**src/rtl/gam_winner_search_pkg.sv**
```systemverilog
// Shared constants, state encoding and default-width types for the GAM
// memory-layer winner search.
package gam_winner_search_pkg;

  localparam int DEF_NODE_COUNT  = 10;
  localparam int DEF_CLASS_COUNT = 4;
  localparam int DEF_VECTOR_LEN  = 16;
  localparam int DEF_PIXEL_W     = 8;
  localparam int DEF_LANES       = 4;
  localparam int DEF_DIST_W      = $clog2(DEF_VECTOR_LEN * (2 ** DEF_PIXEL_W - 1) + 1);
  localparam int DEF_NODE_W      = $clog2(DEF_NODE_COUNT + 1);
  localparam int DEF_CLASS_W     = $clog2(DEF_CLASS_COUNT + 1);
  localparam int DEF_VEC_W       = DEF_VECTOR_LEN * DEF_PIXEL_W;

  typedef logic [DEF_NODE_W-1:0] node_idx_T;
  typedef logic [DEF_DIST_W-1:0] dist_T;

  typedef enum logic [2:0] {
    WS_IDLE  = 3'd0,
    WS_FETCH = 3'd1,
    WS_WAIT  = 3'd2,
    WS_ACC   = 3'd3,
    WS_CMP   = 3'd4,
    WS_DONE  = 3'd5
  } ws_state_T;

endpackage

```
**src/rtl/gam_winner_search_if.sv**
```systemverilog
// Node-memory read bus: the searcher issues a one-cycle read strobe with
// class/node address; the memory returns W and Th on the following cycle.
interface gam_winner_search_if
  import gam_winner_search_pkg::*;
#(
  parameter int NODE_W  = DEF_NODE_W,
  parameter int CLASS_W = DEF_CLASS_W,
  parameter int VEC_W   = DEF_VEC_W,
  parameter int DIST_W  = DEF_DIST_W
) ();

  logic               rd_en;
  logic [CLASS_W-1:0] rd_class;
  logic [NODE_W-1:0]  rd_node;
  logic [VEC_W-1:0]   rd_w;
  logic [DIST_W-1:0]  rd_th;

  modport master (
    output rd_en, rd_class, rd_node,
    input  rd_w, rd_th
  );

  modport slave (
    input  rd_en, rd_class, rd_node,
    output rd_w, rd_th
  );

endinterface

```
**src/rtl/gam_winner_search_l1_lanes.sv**
```systemverilog
// Combinational partial L1 distance: sum of |x_i - w_i| over LANES pixels,
// zero-extended to the distance width. The caller registers the running sum.
module gam_l1_lanes #(
  parameter int PIXEL_W = 8,
  parameter int LANES   = 4,
  parameter int DIST_W  = 12
) (
  input  logic [LANES*PIXEL_W-1:0] i_x,
  input  logic [LANES*PIXEL_W-1:0] i_w,
  output logic [DIST_W-1:0]        o_sum
);

  function automatic logic [PIXEL_W-1:0] abs_diff(
    input logic [PIXEL_W-1:0] a,
    input logic [PIXEL_W-1:0] b
  );
    if (a > b) begin
      return a - b;
    end else begin
      return b - a;
    end
  endfunction

  logic [DIST_W-1:0] w_sum;

  // Adder tree over the lane absolute differences.
  always_comb begin
    w_sum = '0;
    for (int i = 0; i < LANES; i++) begin
      w_sum = w_sum + DIST_W'(abs_diff(i_x[i*PIXEL_W +: PIXEL_W], i_w[i*PIXEL_W +: PIXEL_W]));
    end
  end

  assign o_sum = w_sum;

endmodule

```
**src/rtl/gam_winner_search.sv**
```systemverilog
// GAM memory-layer winner search. Scans nodes 1..node_count of one class,
// accumulating L1 distance |X-W| LANES pixels per cycle, and tracks the two
// closest nodes. Flags new_node when no winner exists or the winner's
// distance exceeds its own threshold.
module gam_winner_search
  import gam_winner_search_pkg::*;
#(
  parameter int NODE_COUNT  = DEF_NODE_COUNT,
  parameter int CLASS_COUNT = DEF_CLASS_COUNT,
  parameter int VECTOR_LEN  = DEF_VECTOR_LEN,
  parameter int PIXEL_W     = DEF_PIXEL_W,
  parameter int LANES       = DEF_LANES,
  parameter int DIST_W      = $clog2(VECTOR_LEN * (2 ** PIXEL_W - 1) + 1),
  parameter int NODE_W      = $clog2(NODE_COUNT + 1),
  parameter int CLASS_W     = $clog2(CLASS_COUNT + 1),
  parameter int VEC_W       = VECTOR_LEN * PIXEL_W
) (
  input  logic                clk,
  input  logic                rst_n,
  input  logic                i_start,
  input  logic [CLASS_W-1:0]  i_class_sel,
  input  logic [NODE_W-1:0]   i_node_count,
  input  logic [VEC_W-1:0]    i_x_vec,
  gam_winner_search_if.master mem,
  output logic                o_busy,
  output logic                o_done,
  output logic [NODE_W-1:0]   o_win_idx,
  output logic [NODE_W-1:0]   o_sec_idx,
  output logic [DIST_W-1:0]   o_win_dist,
  output logic [DIST_W-1:0]   o_sec_dist,
  output logic                o_new_node
);

  localparam int ACC_CYCLES = VECTOR_LEN / LANES;
  localparam int LANE_W     = $clog2(ACC_CYCLES + 1);
  localparam int SLICE_W    = LANES * PIXEL_W;

  generate
    if (VECTOR_LEN % LANES != 0) begin : g_bad_lanes
      $error("gam_winner_search: VECTOR_LEN must be a multiple of LANES");
    end
  endgenerate

  ws_state_T            r_state;
  ws_state_T            w_state_nxt;
  logic                 r_busy;
  logic                 r_done;
  logic                 r_rd_en;
  logic [CLASS_W-1:0]   r_class;
  logic [NODE_W-1:0]    r_cnt;
  logic [NODE_W-1:0]    r_node;
  logic [LANE_W-1:0]    r_lane;
  logic [VEC_W-1:0]     r_x;
  logic [VEC_W-1:0]     r_w;
  logic [DIST_W-1:0]    r_th;
  logic [DIST_W-1:0]    r_acc;
  logic [NODE_W-1:0]    r_win_idx;
  logic [DIST_W-1:0]    r_win_dist;
  logic [DIST_W-1:0]    r_win_th;
  logic [NODE_W-1:0]    r_sec_idx;
  logic [DIST_W-1:0]    r_sec_dist;
  logic                 r_new_node;

  logic [NODE_W-1:0]    w_cnt_in;
  logic [SLICE_W-1:0]   w_x_slice;
  logic [SLICE_W-1:0]   w_w_slice;
  logic [DIST_W-1:0]    w_lane_sum;
  logic                 w_last_lane;
  logic [NODE_W-1:0]    w_win_idx_nxt;
  logic [DIST_W-1:0]    w_win_dist_nxt;
  logic [DIST_W-1:0]    w_win_th_nxt;
  logic [NODE_W-1:0]    w_sec_idx_nxt;
  logic [DIST_W-1:0]    w_sec_dist_nxt;

  // Clamp the requested node count to the class capacity.
  always_comb begin
    if (i_node_count > NODE_W'(NODE_COUNT)) begin
      w_cnt_in = NODE_W'(NODE_COUNT);
    end else begin
      w_cnt_in = i_node_count;
    end
  end

  // Select the pixel group accumulated this cycle; r_lane stays in range.
  always_comb begin
    w_x_slice   = r_x[int'(r_lane)*SLICE_W +: SLICE_W];
    w_w_slice   = r_w[int'(r_lane)*SLICE_W +: SLICE_W];
    w_last_lane = (r_lane == LANE_W'(ACC_CYCLES - 1));
  end

  gam_l1_lanes #(
    .PIXEL_W (PIXEL_W),
    .LANES   (LANES),
    .DIST_W  (DIST_W)
  ) u_l1_lanes (
    .i_x   (w_x_slice),
    .i_w   (w_w_slice),
    .o_sum (w_lane_sum)
  );

  // Next-state logic. An empty class passes through CMP (with no node to
  // compare) so the done pulse still follows a fixed two-cycle path.
  always_comb begin
    w_state_nxt = r_state;
    case (r_state)
      WS_IDLE: begin
        if (i_start) begin
          if (w_cnt_in == '0) begin
            w_state_nxt = WS_CMP;
          end else begin
            w_state_nxt = WS_FETCH;
          end
        end else begin
          w_state_nxt = WS_IDLE;
        end
      end
      WS_FETCH: w_state_nxt = WS_WAIT;
      WS_WAIT:  w_state_nxt = WS_ACC;
      WS_ACC: begin
        if (w_last_lane) begin
          w_state_nxt = WS_CMP;
        end else begin
          w_state_nxt = WS_ACC;
        end
      end
      WS_CMP: begin
        if (r_node < r_cnt) begin
          w_state_nxt = WS_FETCH;
        end else begin
          w_state_nxt = WS_DONE;
        end
      end
      WS_DONE:  w_state_nxt = WS_IDLE;
      default:  w_state_nxt = WS_IDLE;
    endcase
  end

  // Top-2 update: strict less-than so a tie keeps the earlier (lower) index.
  always_comb begin
    w_win_idx_nxt  = r_win_idx;
    w_win_dist_nxt = r_win_dist;
    w_win_th_nxt   = r_win_th;
    w_sec_idx_nxt  = r_sec_idx;
    w_sec_dist_nxt = r_sec_dist;
    if ((r_state == WS_CMP) && (r_node != '0)) begin
      if ((r_win_idx == '0) || (r_acc < r_win_dist)) begin
        w_sec_idx_nxt  = r_win_idx;
        w_sec_dist_nxt = r_win_dist;
        w_win_idx_nxt  = r_node;
        w_win_dist_nxt = r_acc;
        w_win_th_nxt   = r_th;
      end else if ((r_sec_idx == '0) || (r_acc < r_sec_dist)) begin
        w_sec_idx_nxt  = r_node;
        w_sec_dist_nxt = r_acc;
      end else begin
        w_sec_idx_nxt  = r_sec_idx;
        w_sec_dist_nxt = r_sec_dist;
      end
    end else begin
      w_win_idx_nxt = r_win_idx;
    end
  end

  // State register, status strobes, datapath and result tracker.
  always_ff @(posedge clk) begin
    if (!rst_n) begin
      r_state    <= WS_IDLE;
      r_busy     <= 1'b0;
      r_done     <= 1'b0;
      r_rd_en    <= 1'b0;
      r_class    <= '0;
      r_cnt      <= '0;
      r_node     <= '0;
      r_lane     <= '0;
      r_x        <= '0;
      r_w        <= '0;
      r_th       <= '0;
      r_acc      <= '0;
      r_win_idx  <= '0;
      r_win_dist <= {DIST_W{1'b1}};
      r_win_th   <= '0;
      r_sec_idx  <= '0;
      r_sec_dist <= {DIST_W{1'b1}};
      r_new_node <= 1'b0;
    end else begin
      r_state <= w_state_nxt;
      r_busy  <= (w_state_nxt != WS_IDLE) && (w_state_nxt != WS_DONE);
      r_done  <= (w_state_nxt == WS_DONE);
      r_rd_en <= (w_state_nxt == WS_FETCH);
      case (r_state)
        WS_IDLE: begin
          if (i_start) begin
            r_class    <= i_class_sel;
            r_cnt      <= w_cnt_in;
            r_x        <= i_x_vec;
            r_node     <= (w_cnt_in == '0) ? NODE_W'(0) : NODE_W'(1);
            r_win_idx  <= '0;
            r_win_dist <= {DIST_W{1'b1}};
            r_win_th   <= '0;
            r_sec_idx  <= '0;
            r_sec_dist <= {DIST_W{1'b1}};
            r_new_node <= 1'b0;
          end
        end
        WS_WAIT: begin
          r_w    <= mem.rd_w;
          r_th   <= mem.rd_th;
          r_acc  <= '0;
          r_lane <= '0;
        end
        WS_ACC: begin
          r_acc  <= r_acc + w_lane_sum;
          r_lane <= w_last_lane ? LANE_W'(0) : r_lane + LANE_W'(1);
        end
        WS_CMP: begin
          r_win_idx  <= w_win_idx_nxt;
          r_win_dist <= w_win_dist_nxt;
          r_win_th   <= w_win_th_nxt;
          r_sec_idx  <= w_sec_idx_nxt;
          r_sec_dist <= w_sec_dist_nxt;
          if (r_node < r_cnt) begin
            r_node <= r_node + NODE_W'(1);
          end
          if (w_state_nxt == WS_DONE) begin
            r_new_node <= (w_win_idx_nxt == '0) || (w_win_dist_nxt > w_win_th_nxt);
          end
        end
        default: begin
        end
      endcase
    end
  end

  assign mem.rd_en    = r_rd_en;
  assign mem.rd_class = r_class;
  assign mem.rd_node  = r_node;
  assign o_busy       = r_busy;
  assign o_done       = r_done;
  assign o_win_idx    = r_win_idx;
  assign o_sec_idx    = r_sec_idx;
  assign o_win_dist   = r_win_dist;
  assign o_sec_dist   = r_sec_dist;
  assign o_new_node   = r_new_node;

endmodule
```
**src/flat_wrapper.sv**
```systemverilog
// flat-port wrapper written by rule: the top's interface ports become plain ports
module gam_winner_search_flat import gam_winner_search_pkg::*;
#(
  parameter int NODE_COUNT  = DEF_NODE_COUNT,
  parameter int CLASS_COUNT = DEF_CLASS_COUNT,
  parameter int VECTOR_LEN  = DEF_VECTOR_LEN,
  parameter int PIXEL_W     = DEF_PIXEL_W,
  parameter int LANES       = DEF_LANES,
  parameter int DIST_W      = $clog2(VECTOR_LEN * (2 ** PIXEL_W - 1) + 1),
  parameter int NODE_W      = $clog2(NODE_COUNT + 1),
  parameter int CLASS_W     = $clog2(CLASS_COUNT + 1),
  parameter int VEC_W       = VECTOR_LEN * PIXEL_W
)
  (clk, rst_n, i_start, i_class_sel, i_node_count, i_x_vec, o_busy, o_done, o_win_idx, o_sec_idx, o_win_dist, o_sec_dist, o_new_node, mem_rd_en, mem_rd_class, mem_rd_node, mem_rd_w, mem_rd_th);
  gam_winner_search_if #(.NODE_W(NODE_W), .CLASS_W(CLASS_W), .VEC_W(VEC_W), .DIST_W(DIST_W)) mem_i ();
  input  logic clk;
  input  logic rst_n;
  input  logic i_start;
  input  logic [CLASS_W-1:0] i_class_sel;
  input  logic [NODE_W-1:0] i_node_count;
  input  logic [VEC_W-1:0] i_x_vec;
  output logic o_busy;
  output logic o_done;
  output logic [NODE_W-1:0] o_win_idx;
  output logic [NODE_W-1:0] o_sec_idx;
  output logic [DIST_W-1:0] o_win_dist;
  output logic [DIST_W-1:0] o_sec_dist;
  output logic o_new_node;
  output wire logic [$bits(mem_i.rd_en)-1:0] mem_rd_en;
  output wire logic [$bits(mem_i.rd_class)-1:0] mem_rd_class;
  output wire logic [$bits(mem_i.rd_node)-1:0] mem_rd_node;
  input wire logic [$bits(mem_i.rd_w)-1:0] mem_rd_w;
  input wire logic [$bits(mem_i.rd_th)-1:0] mem_rd_th;
  assign mem_rd_en = mem_i.rd_en;
  assign mem_rd_class = mem_i.rd_class;
  assign mem_rd_node = mem_i.rd_node;
  assign mem_i.rd_w = mem_rd_w;
  assign mem_i.rd_th = mem_rd_th;
  gam_winner_search #(.NODE_COUNT(NODE_COUNT), .CLASS_COUNT(CLASS_COUNT), .VECTOR_LEN(VECTOR_LEN), .PIXEL_W(PIXEL_W), .LANES(LANES), .DIST_W(DIST_W), .NODE_W(NODE_W), .CLASS_W(CLASS_W), .VEC_W(VEC_W)) u_core (.clk(clk), .rst_n(rst_n), .i_start(i_start), .i_class_sel(i_class_sel), .i_node_count(i_node_count), .i_x_vec(i_x_vec), .mem(mem_i), .o_busy(o_busy), .o_done(o_done), .o_win_idx(o_win_idx), .o_sec_idx(o_sec_idx), .o_win_dist(o_win_dist), .o_sec_dist(o_sec_dist), .o_new_node(o_new_node));
endmodule
```
**config.mk**
```make
export PLATFORM = sky130hd
export DESIGN_NAME = gam_winner_search_flat
export DESIGN_NICKNAME = d
export VERILOG_FILES = /design/src/rtl/gam_winner_search_pkg.sv /design/src/rtl/gam_winner_search_if.sv /design/src/rtl/gam_winner_search_l1_lanes.sv /design/src/rtl/gam_winner_search.sv /design/src/flat_wrapper.sv
export SDC_FILE = /design/constraint.sdc
export NUM_CORES = 1
export LEC_CHECK = 0
export CORE_MARGIN = 2
export CORE_UTILIZATION = 45
export CTS_CLUSTER_DIAMETER = 150
export CTS_CLUSTER_SIZE = 14
export DETAILED_ROUTE_END_ITERATION = 8
export PLACE_DENSITY = 0.8
export RECOVER_POWER = 25
export SLEW_MARGIN = 30
export SYNTH_ARGS = -nofsm -noshare
export SYNTH_HDL_FRONTEND = slang
export SYNTH_SLANG_ARGS = --single-unit
```
**constraint.sdc**
```tcl
create_clock -name clk -period 9.1 [get_ports clk]
set_clock_uncertainty 0.05 [all_clocks]
set_input_delay 1.365 -clock clk [delete_from_list [all_inputs] [get_ports clk]]
set_output_delay 1.365 -clock clk [all_outputs]
set_load 0.05 [all_outputs]
```
==> impl_metrics.py, run 1 <==
metrics = {
    "status": {
        "run_status": "finished with violations",
        "failed_checks": "capacitance limit, slew limit",
    },
    "power_and_ir_drop": {
        "clockPowerShare_pct": 18.2,
        "total_switching_power_mw": 2.40,
        "power.switching_fraction_pct": 39.9,
        "power_leakage_nw": 9.45,
        "power.share.combinational_pct": 53.7,
        "ir_drop_mv": 0.528,
        "total_power_density_per_cell_area_nw_per_um2": 258,
        "cell_internal_power_dissipation_mw": 3.62,
        "sequentialPowerShare_pct": 28.1,
    },
    "global_routing": {
        "antenna_found_initial": 1,
        "globalRouteOverflowTotal": 0,
        "via_count_of_the_first_global_routing_pass": 16900,
        "groute.usage.overall_pct": 24.3,
        "largest_net_degree_at_the_start_of_global_routing": 118,
        "grt_first_pass_wirelength_um": 86700,
    },
    "synthesis": {
        "dominant_combinational_cell_family_by_area_after_synthesis": "compound AO/OA/AOI/OAI gates",
        "synth_async_sr_flop_share_pct": 0,
        "count_of_distinct_cell_types_in_the_synthesized_netlist": 70,
        "synthesized_area_fraction_occupied_by_ao_oa_aoi_and_oai_cells_pct": 20.9,
        "synthesized_instance_count": 2362,
        "yosysWarningCount": 0,
        "synth_enable_flop_cells": 0,
        "syn-num-nets": 2786,
        "synth-seq-area-share_pct": 36.1,
        "synth-adder-area-share_pct": 10.8,
        "yosys-mux-area-fraction_pct": 6.76,
        "synth-seq-cells": 345,
        "synth_simple_gate_area_share_pct": 17.8,
        "postSynthAreaPerCell_um2": 8.10,
        "synthFlopType": "sky130_fd_sc_hd__dfxtp_1",
        "area_of_the_mapped_netlist_um2": 19100,
        "synth-xor-area-share_pct": 1.42,
    },
    "clock_tree": {
        "htree_levels": 1,
        "cts_inserted_buffers": 28,
        "buffers_inserted_by_post_cts_timing_repair": 0,
        "cts_tree": "built",
        "count_of_clock_tree_sinks": 345,
        "post_cts_hold_buffer_count": 0,
        "cts_repair_resize_count": 0,
        "root_buffer_selected_by_cts": "sky130_fd_sc_hd__clkbuf_16",
        "clock_latency_ns": 0.60,
        "clockBufferDepth": 3,
        "clk_pin_slew_worst_paths_ns": 0.07,
    },
    "sta": {
        "fin_crit_ns": 7.73,
        "timing_hold_violations_final": 0,
        "rsz0062_at_grt": "no",
        "timing.setup.tns_ns": 0,
        "final.period_utilization_pct": 85.0,
        "slew_viol_final": 275,
        "setup-violations-final": 0,
        "timing.fmax_mhz": 129,
        "slew-limit-headroom_pct": -171,
        "worstMarginPinSlew_ns": 4.06,
    },
    "critical_path": {
        "timing.critical_path.arrival_ns": 8.17,
        "worst_path_max_delay_cell": "sky130_fd_sc_hd__dfxtp_4",
        "worst_ep_required_time_ns": 9.54,
        "crit_path_max_fanout": 64,
        "startpoint_type": "register",
        "timing.critical_path.to_type": "register",
        "setup.worst_path.class": "register to register",
        "cpPeakStageDelay_ns": 0.85,
        "worst_path_most_repeated_cell": "sky130_fd_sc_hd__fa_1",
    },
    "floorplanning": {
        "fp-row-count": 75,
        "die_w_um": 210,
        "io_pins": 321,
        "dieHeight_um": 210,
        "placeableCoreArea_um2": 41900,
        "initial_utilization_pct": 45.6,
        "die_area_um2": 44200,
    },
    "min_path": {
        "timing.hold.worst.class": "register to register",
    },
    "cells_and_area": {
        "drive_gt1_share_pct": 3.26,
        "n_antenna_cell": 0,
        "post_layout_nonfiller_instances": 3115,
        "area_delta_synth_final_pct": 22.0,
        "nNetsFinal": 2998,
        "mostFrequentLayoutCell": "sky130_fd_sc_hd__nand2_1",
        "postLayoutCoreUtil_pct": 55.7,
        "commonest_non_fill_non_tap_cells_in_the_layout": "sky130_fd_sc_hd__nand2_1, sky130_fd_sc_hd__dfxtp_1, sky130_fd_sc_hd__clkdlybuf4s50_1, sky130_fd_sc_hd__a21oi_1, sky130_fd_sc_hd__inv_1",
    },
    "routing": {
        "post_drt_wl_per_cell_um": 17.6,
        "firstDrtPassIters": 5,
        "drt-vias-per-instance": 5.48,
        "detail_route.drc_violations": 0,
        "postRouteAntennaNets": 0,
        "dr.first_iter.drc_count": 982,
        "drt-total-wl_um": 54700,
        "routed_vias": 17100,
    },
    "placed_design": {
        "place_inst": 3082,
        "io_buffers": 320,
        "detailed_place_hpwl_um": 41000,
        "finalWeightedCongestion": 0.940,
    },
    "flow_run": {
        "drv.max_cap_violation_count": 3,
    },
}
## final cells by class
| type | instances | area (µm²) |
|---|---|---|
| Inverter | 152 | 576 |
| Clock buffer | 30 | 708 |
| Fill cell | 3774 | 18600 |
| Multi-Input combinational cell | 1708 | 11100 |
| Tap cell | 539 | 674 |
| Clock inverter | 2 | 37.5 |
| Timing Repair Buffer | 339 | 3350 |
| Sequential cell | 345 | 6920 |
## stage by stage
step | area (µm²) | worst slack, ns | total power, mW | hold WS, ns
6_report | 23300 | 1.37 | 6.03 | 0.401
5_1_grt | 23300 | 0.860 | 6.55 | 0.417
4_1_cts | 23300 | 1.52 | 6.04 | 0.401
3_5_place_dp | 22600 | 1.57 | 4.89 | 0.392
3_3_place_gp | 22600 | 1.73 | 4.78 | 0.388
2_1_floorplan | 19100 | 2.02 | 4.15 | 0.382
## power groups by stage
stage	combinational (mW)	sequential, mW	clock (mW)
detailed placement	3.17	1.73	0
floorplan	2.45	1.70	0
CTS	3.22	1.69	1.12
finish	3.24	1.70	1.10
global route	3.66	1.71	1.18
global placement	3.06	1.72	0
## flip-flops by register name, summed over array words and instances, names as in the netlist, 3 cells and up
name,flops
u_core.mem.rd_node,4
u_core.r_lane,3
u_core.r_acc,12
u_core.r_win_th,12
u_core.r_w,128
u_core.o_sec_dist,12
u_core.r_x,128
u_core.r_th,12
u_core.o_sec_idx,4
u_core.o_win_dist,12
u_core.mem.rd_class,3
u_core.r_cnt,4
u_core.r_state,3
u_core.o_win_idx,4
## critical path, delay by kind of cell, from the launching register on
kind / cells / cell delay, ns
flip-flops: 1 / 0.85
adder cells (fa/ha/maj): 6 / 2.43
AND/OR/NAND/NOR: 3 / 0.52
AO/OA/AOI/OAI: 10 / 2.24
XOR/XNOR: 1 / 0.29
buffers and inverters: 4 / 0.61
multiplexers: 2 / 0.52
## cells in the mapped netlist (12+ instances only)
cell,n,area share [%]
sky130_fd_sc_hd__clkbuf_1,138,2.7
sky130_fd_sc_hd__a21o_1,26,1.0
sky130_fd_sc_hd__nor2_1,47,0.92
sky130_fd_sc_hd__fa_1,31,3.2
sky130_fd_sc_hd__o21ai_0,27,0.71
sky130_fd_sc_hd__nand3_1,17,0.44
sky130_fd_sc_hd__a21boi_0,75,2.9
sky130_fd_sc_hd__mux2i_1,100,5.2
sky130_fd_sc_hd__nor2b_1,78,2.5
sky130_fd_sc_hd__ha_1,115,7.5
sky130_fd_sc_hd__a211o_1,44,2.0
sky130_fd_sc_hd__nand4_1,12,0.39
sky130_fd_sc_hd__a211oi_1,87,3.4
sky130_fd_sc_hd__dfxtp_1,345,36
sky130_fd_sc_hd__nand2_1,599,12
sky130_fd_sc_hd__a22oi_1,17,0.67
sky130_fd_sc_hd__inv_1,150,2.9
sky130_fd_sc_hd__xnor2_1,26,1.2
sky130_fd_sc_hd__a21oi_1,246,6.4
sky130_fd_sc_hd__a22o_1,17,0.78
## layer usage
| metal | share of wire (%) | GRT usage (%) |
|---|---|---|
| met1 | 40 | 28.7 |
| met2 | 52 | 45.0 |
| met3 | 3.8 | 2.65 |
| met4 | 4.3 | 9.46 |
| met5 | 0.024 | 0 |
## final timing paths
check | startpoint | to | slack, ns | depth (start not counted)
worst max-delay path | u_core.r_lane[1] | u_core.r_acc[11] | 1.37 | 26
worst min-delay path | u_core.r_w[9] | u_core.r_w[9] | 0.40 | 2
worst max register to register | u_core.r_lane[1] | u_core.r_acc[11] | 1.37 | 26
worst min register to register | u_core.r_w[9] | u_core.r_w[9] | 0.40 | 2
## cell families (layout without fill, tap and decap cells)
| group | Yosys count | in the layout |
|---|---|---|
| adder cells (fa/ha/maj) | 146 | 146 |
| XOR/XNOR | 31 | 31 |
| buffers and inverters | 309 | 523 |
| AO/OA/AOI/OAI | 606 | 606 |
| multiplexers | 118 | 118 |
| AND/OR/NAND/NOR | 807 | 807 |
| flip-flops | 345 | 345 |
Power figures use the tool's default switching activity.
==> inputs of run 2 (changes only) <==
PLACE_DENSITY = 0.83   (was 0.8)
clock period = 6.9 ns   (was 9.1 ns; I/O delays follow)
==> impl_metrics.py, run 2 (same netlist as run 1, synthesis figures left out) <==
metrics = {
    "cells_and_area": {
        "area_delta_synth_final_pct": 24.0,
        "fin_area_um2": 23700,
        "mostFrequentLayoutCell": "sky130_fd_sc_hd__nand2_1",
        "drive_gt1_share_pct": 5.25,
        "biggestRegsByFlops": "u_core.r_w x128, u_core.r_x x128",
        "commonest_non_fill_non_tap_cells_in_the_layout": "sky130_fd_sc_hd__nand2_1, sky130_fd_sc_hd__dfxtp_1, sky130_fd_sc_hd__clkdlybuf4s50_1, sky130_fd_sc_hd__a21oi_1, sky130_fd_sc_hd__inv_1",
        "nNetsFinal": 3032,
    },
    "critical_path": {
        "setup.worst_path.class": "register to register",
        "timing.reg2reg.worst_path_depth": 29,
        "regToRegEndpoint": "u_core.r_acc[10]",
        "reg2reg_slack_ns": 0.31,
        "startpoint_type": "register",
        "crit-reg2reg-launch": "u_core.r_lane[1]",
        "timing.critical_path.to_type": "register",
        "cpPeakStageDelay_ns": 0.52,
        "crit_path_max_fanout": 29,
        "worst_path_max_delay_cell": "sky130_fd_sc_hd__fa_1",
        "timing.critical_path.arrival_ns": 6.96,
        "worst_path_most_repeated_cell": "sky130_fd_sc_hd__fa_1",
        "worst_ep_required_time_ns": 7.27,
    },
    "floorplanning": {
        "dieHeight_um": 210,
        "io_pins": 321,
        "die_area_um2": 44200,
        "fp-row-count": 75,
        "die_w_um": 210,
        "initial_utilization_pct": 45.6,
        "placeableCoreArea_um2": 41900,
    },
    "routing": {
        "routed_vias": 17200,
        "dr.first_iter.drc_count": 1217,
        "firstDrtPassIters": 5,
        "postRouteAntennaNets": 0,
        "detail_route.drc_violations": 0,
        "drt-vias-per-instance": 5.47,
        "drt-total-wl_um": 55000,
        "post_drt_wl_per_cell_um": 17.5,
    },
    "power_and_ir_drop": {
        "ir_drop_mv": 0.734,
        "total_power_density_per_cell_area_nw_per_um2": 346,
        "power_leakage_nw": 9.64,
    },
    "sta": {
        "fin_crit_ns": 6.59,
        "setup-violations-final": 0,
        "hold-worst-slack_ns": 0.400,
        "final.period_utilization_pct": 95.5,
        "timing.fmax_mhz": 152,
        "worst_case_setup_margin_in_the_final_layout_ns": 0.312,
        "timing_hold_violations_final": 0,
        "worstMarginPinSlew_ns": 5.38,
        "timing.setup.tns_ns": 0,
        "slew-limit-headroom_pct": -259,
        "slew_viol_final": 279,
    },
    "placed_design": {
        "finalWeightedCongestion": 0.904,
        "io_buffers": 320,
        "detailed_place_hpwl_um": 41500,
        "dp_slack_ns": 0.116,
        "dpl-instance-area_um2": 22900,
    },
    "min_path": {
        "holdCritStartpoint": "u_core.r_w[6]",
        "timing.hold.worst.class": "register to register",
        "min_delay_path_depth": 2,
        "timing.hold.worst_endpoint": "u_core.r_w[6]",
    },
    "global_routing": {
        "globalRouteOverflowTotal": 0,
        "antenna_found_initial": 1,
        "via_count_of_the_first_global_routing_pass": 17100,
        "grt_first_pass_wirelength_um": 86600,
        "groute.usage.overall_pct": 24.2,
        "largest_net_degree_at_the_start_of_global_routing": 141,
    },
    "clock_tree": {
        "root_buffer_selected_by_cts": "sky130_fd_sc_hd__clkbuf_16",
        "cts_tree": "built",
        "cts_inserted_buffers": 28,
        "clk_pin_slew_worst_paths_ns": 0.07,
        "clockBufferDepth": 3,
        "count_of_clock_tree_sinks": 345,
        "clock_latency_ns": 0.58,
        "htree_levels": 1,
    },
    "status": {
        "run_status": "finished with violations",
        "failed_checks": "capacitance limit, slew limit",
    },
    "flow_run": {
        "drv.max_cap_violation_count": 3,
    },
}
[run 2: changes by cell type in the layout (fill, tap and decap cells not counted), sizes merged]
cell and delta:
clkdlybuf4s25 +1, dlygate4sd3 +15, clkdlybuf4s50 -15, clkbuf -3, diode +1, buf +35
[run 2: per-layer routing]
metal	GRT usage, %	wire (µm)
met4	8.76	2100
met2	44.7	28200
met3	2.43	2240
met5	0	0
met1	29.0	22500
[run 2: how the worst max path moves through the flow]
stage	start	to	slack (ns)	depth (start not counted)
after floorplan	u_core.r_lane[1]	u_core.r_acc[10]	0.02	31
after global placement	u_core.r_lane[1]	u_core.r_acc[10]	0.30	29
after detailed placement	u_core.r_lane[1]	u_core.r_acc[10]	0.12	29
after CTS	u_core.r_lane[1]	u_core.r_acc[10]	0.08	29
after global routing	u_core.r_lane[1]	u_core.r_acc[11]	-0.06	31
final	u_core.r_lane[1]	u_core.r_acc[10]	0.31	29
[run 2: critical path: cells and delay by family (launching register included)]
| kind | cells | cell delay (ns) |
|---|---|---|
| AOI/OAI and AO/OA | 10 | 1.86 |
| xor gates and xnor gates | 2 | 0.32 |
| adders and majority gates | 6 | 2.37 |
| buffers and inverters | 6 | 0.69 |
| DFF | 1 | 0.39 |
| muxes | 1 | 0.19 |
| and+or+nand+nor | 4 | 0.56 |
[run 2: final cells by class]
type                       instances  area, µm²
antenna                            1       2.50
clock buffer                      29        704
clock inverter                     2       23.8
fill                            3680      18200
inverter                         152        578
multi-input combinational       1708      11200
sequential                       345       6920
tap                              539        674
timing repair buffer             373       3670
[run 2: stage by stage]
step	cells	utilization, %	total power [mW]
2_1_floorplan	2362	-	5.48
3_3_place_gp	3111	54.5	6.44
3_5_place_dp	3112	54.5	6.61
4_1_cts	3143	56.3	8.05
5_1_grt	3149	56.6	8.87
6_report	3149	56.6	8.21
[run 2: repair_timing]
item | in CTS | in global routing
gates resized for setup | 0 | 23
setup buffers | 0 | 4
hold buffers | 0 | 0
setup endpoints to repair | 0 | 5
[run 2: power by group]
| group | leakage, nW | internal, mW | switching [mW] | total, mW |
|---|---|---|---|---|
| Combinational | 6.48 | 2.13 | 2.42 | 4.55 |
| Sequential | 2.81 | 2.13 | 0.106 | 2.23 |
| Clock | 0.353 | 0.719 | 0.708 | 1.43 |
| Total | 9.64 | 4.97 | 3.23 | 8.21 |
==> inputs of run 3 (changes only) <==
SETUP_SLACK_MARGIN = 0.4   (was default)
==> impl_metrics.py, run 3 (same netlist as run 1, synthesis figures left out) <==
metrics = {
    "placed_design": {
        "dp_slack_ns": 0.144,
        "io_buffers": 320,
        "detailed_place_hpwl_um": 41700,
        "finalWeightedCongestion": 0.959,
    },
    "clock_tree": {
        "count_of_clock_tree_sinks": 345,
        "root_buffer_selected_by_cts": "sky130_fd_sc_hd__clkbuf_16",
        "htree_levels": 1,
        "cts_tree": "built",
        "clock_latency_ns": 0.58,
        "clockBufferDepth": 3,
        "cts_inserted_buffers": 28,
        "clk_pin_slew_worst_paths_ns": 0.07,
    },
    "floorplanning": {
        "dieHeight_um": 210,
        "placeableCoreArea_um2": 41900,
        "initial_utilization_pct": 45.6,
        "fp-row-count": 75,
        "die_w_um": 210,
        "die_area_um2": 44200,
        "io_pins": 321,
    },
    "power_and_ir_drop": {
        "sequentialPowerShare_pct": 24.7,
        "cell_internal_power_dissipation_mw": 5.42,
        "clockPowerShare_pct": 15.8,
        "total_switching_power_mw": 3.59,
        "power_leakage_nw": 10.0,
        "power.switching_fraction_pct": 39.9,
        "ir_drop_mv": 0.619,
        "power.share.combinational_pct": 59.4,
        "total_power_density_per_cell_area_nw_per_um2": 366,
    },
    "routing": {
        "dr.first_iter.drc_count": 1100,
        "drt-vias-per-instance": 5.49,
        "firstDrtPassIters": 6,
        "post_drt_wl_per_cell_um": 17.8,
        "drt-total-wl_um": 56900,
        "routed_vias": 17500,
        "postRouteAntennaNets": 0,
        "detail_route.drc_violations": 0,
    },
    "global_routing": {
        "largest_net_degree_at_the_start_of_global_routing": 96,
        "grt_first_pass_wirelength_um": 86800,
        "groute.usage.overall_pct": 24.4,
        "globalRouteOverflowTotal": 0,
        "via_count_of_the_first_global_routing_pass": 17300,
        "antenna_found_initial": 0,
    },
    "cells_and_area": {
        "drive_gt1_share_pct": 9.83,
        "commonest_non_fill_non_tap_cells_in_the_layout": "sky130_fd_sc_hd__nand2_1, sky130_fd_sc_hd__dfxtp_1, sky130_fd_sc_hd__clkdlybuf4s50_1, sky130_fd_sc_hd__a21oi_1, sky130_fd_sc_hd__inv_1",
        "n_antenna_cell": 0,
        "area_delta_synth_final_pct": 28.8,
        "filler_cell_count": 3643,
        "nNetsFinal": 3076,
        "biggestRegsByFlops": "u_core.r_w x128, u_core.r_x x128",
        "mostFrequentLayoutCell": "sky130_fd_sc_hd__nand2_1",
        "postLayoutCoreUtil_pct": 58.8,
    },
    "flow_run": {
        "drv.max_cap_violation_count": 3,
    },
    "critical_path": {
        "startpoint_type": "register",
        "cpPeakStageDelay_ns": 0.52,
        "worst_path_max_delay_cell": "sky130_fd_sc_hd__fa_1",
        "crit_path_max_fanout": 8,
        "setup.worst_path.class": "register to register",
        "timing.critical_path.arrival_ns": 6.89,
        "worst_path_most_repeated_cell": "sky130_fd_sc_hd__fa_1",
        "worst_ep_required_time_ns": 7.33,
        "timing.critical_path.to_type": "register",
    },
    "status": {
        "run_status": "finished with violations",
        "failed_checks": "capacitance limit, slew limit",
    },
    "sta": {
        "hold-worst-slack_ns": 0.403,
        "timing.fmax_mhz": 155,
        "timing.setup.tns_ns": 0,
        "slew-limit-headroom_pct": -144,
        "setup-violations-final": 0,
        "fin_crit_ns": 6.46,
        "rsz0062_at_grt": "yes",
        "slew_viol_final": 276,
        "worst_case_setup_margin_in_the_final_layout_ns": 0.438,
        "worstMarginPinSlew_ns": 3.67,
        "final.period_utilization_pct": 93.7,
        "timing_hold_violations_final": 0,
    },
    "min_path": {
        "timing.hold.worst.class": "register to register",
    },
}
## run 3: cell count changes in the layout (fill, tap and decap cells not counted), moves of 15 or more
cell,change
sky130_fd_sc_hd__dlygate4sd3_1,-15
sky130_fd_sc_hd__buf_4,+29
sky130_fd_sc_hd__clkdlybuf4s50_1,+15
sky130_fd_sc_hd__ha_1,-15
sky130_fd_sc_hd__a211oi_1,-17
sky130_fd_sc_hd__a211oi_2,+17
## run 3: cell type report
| class | count | area (µm²) | area share (%) |
|---|---|---|---|
| flip-flops and latches | 345 | 6920 | 28.1 |
| repair buffers | 417 | 4130 | 16.7 |
| well taps | 539 | 674 | 2.74 |
| multi-input cells | 1708 | 11600 | 47.2 |
| clock inverters | 2 | 23.8 | 0.0964 |
| clock buffers | 30 | 708 | 2.87 |
| inverters | 152 | 576 | 2.34 |
## run 3: timing repair
| item | 4_1_cts | 5_1_grt |
|---|---|---|
| setup endpoints to repair | 5 | 5 |
| resized for setup | 20 | 108 |
| hold endpoints to repair | 0 | 0 |
| setup buffers | 7 | 34 |
| gates cloned | 0 | 2 |
| pin swaps | 9 | 72 |
| hold buffers | 0 | 0 |
## run 3: through the flow
step	power [mW]	instance area, µm²	std cells
after CTS	8.07	23800	3155
final	9.01	24600	3193
after global routing	9.67	24600	3193
after floorplan	5.50	19200	2362
after detailed placement	6.55	22900	3116
after global placement	6.39	22900	3116
## run 3: final timing paths
check	slack (ns)	to	from	cells after the start
worst max-delay path	0.44	u_core.r_acc[11]	u_core.r_lane[1]	26
worst min-delay path	0.40	u_core.r_w[25]	u_core.r_w[25]	2
worst max register to register	0.44	u_core.r_acc[11]	u_core.r_lane[1]	26
worst min register to register	0.40	u_core.r_w[25]	u_core.r_w[25]	2
## run 3: power by group through the flow
stage / clock [mW] / combinational [mW] / sequential, mW
floorplan: 0 / 3.25 / 2.24
global placement: 0 / 4.13 / 2.26
detailed placement: 0 / 4.28 / 2.27
CTS: 1.46 / 4.39 / 2.23
global route: 1.53 / 5.89 / 2.24
finish: 1.43 / 5.36 / 2.23
## run 3: layer usage
layer | share of wire, % | vias up | GRT usage (%)
li1 | - | 8560 | -
met1 | 40 | 8312 | 28.6
met2 | 50 | 503 | 44.3
met3 | 4.4 | 161 | 2.70
met4 | 5.2 | 0 | 11.4
met5 | 0 | - | 0
## run 3: worst max-delay path: cells and delay by family (launching register included)
kind	cells	cell delay, ns
DFF	1	0.47
AOI/OAI and AO/OA	10	1.99
buffers and inverters	4	0.37
muxes	2	0.56
adders and majority gates	6	2.30
and+or+nand+nor	3	0.40
xor gates and xnor gates	1	0.25
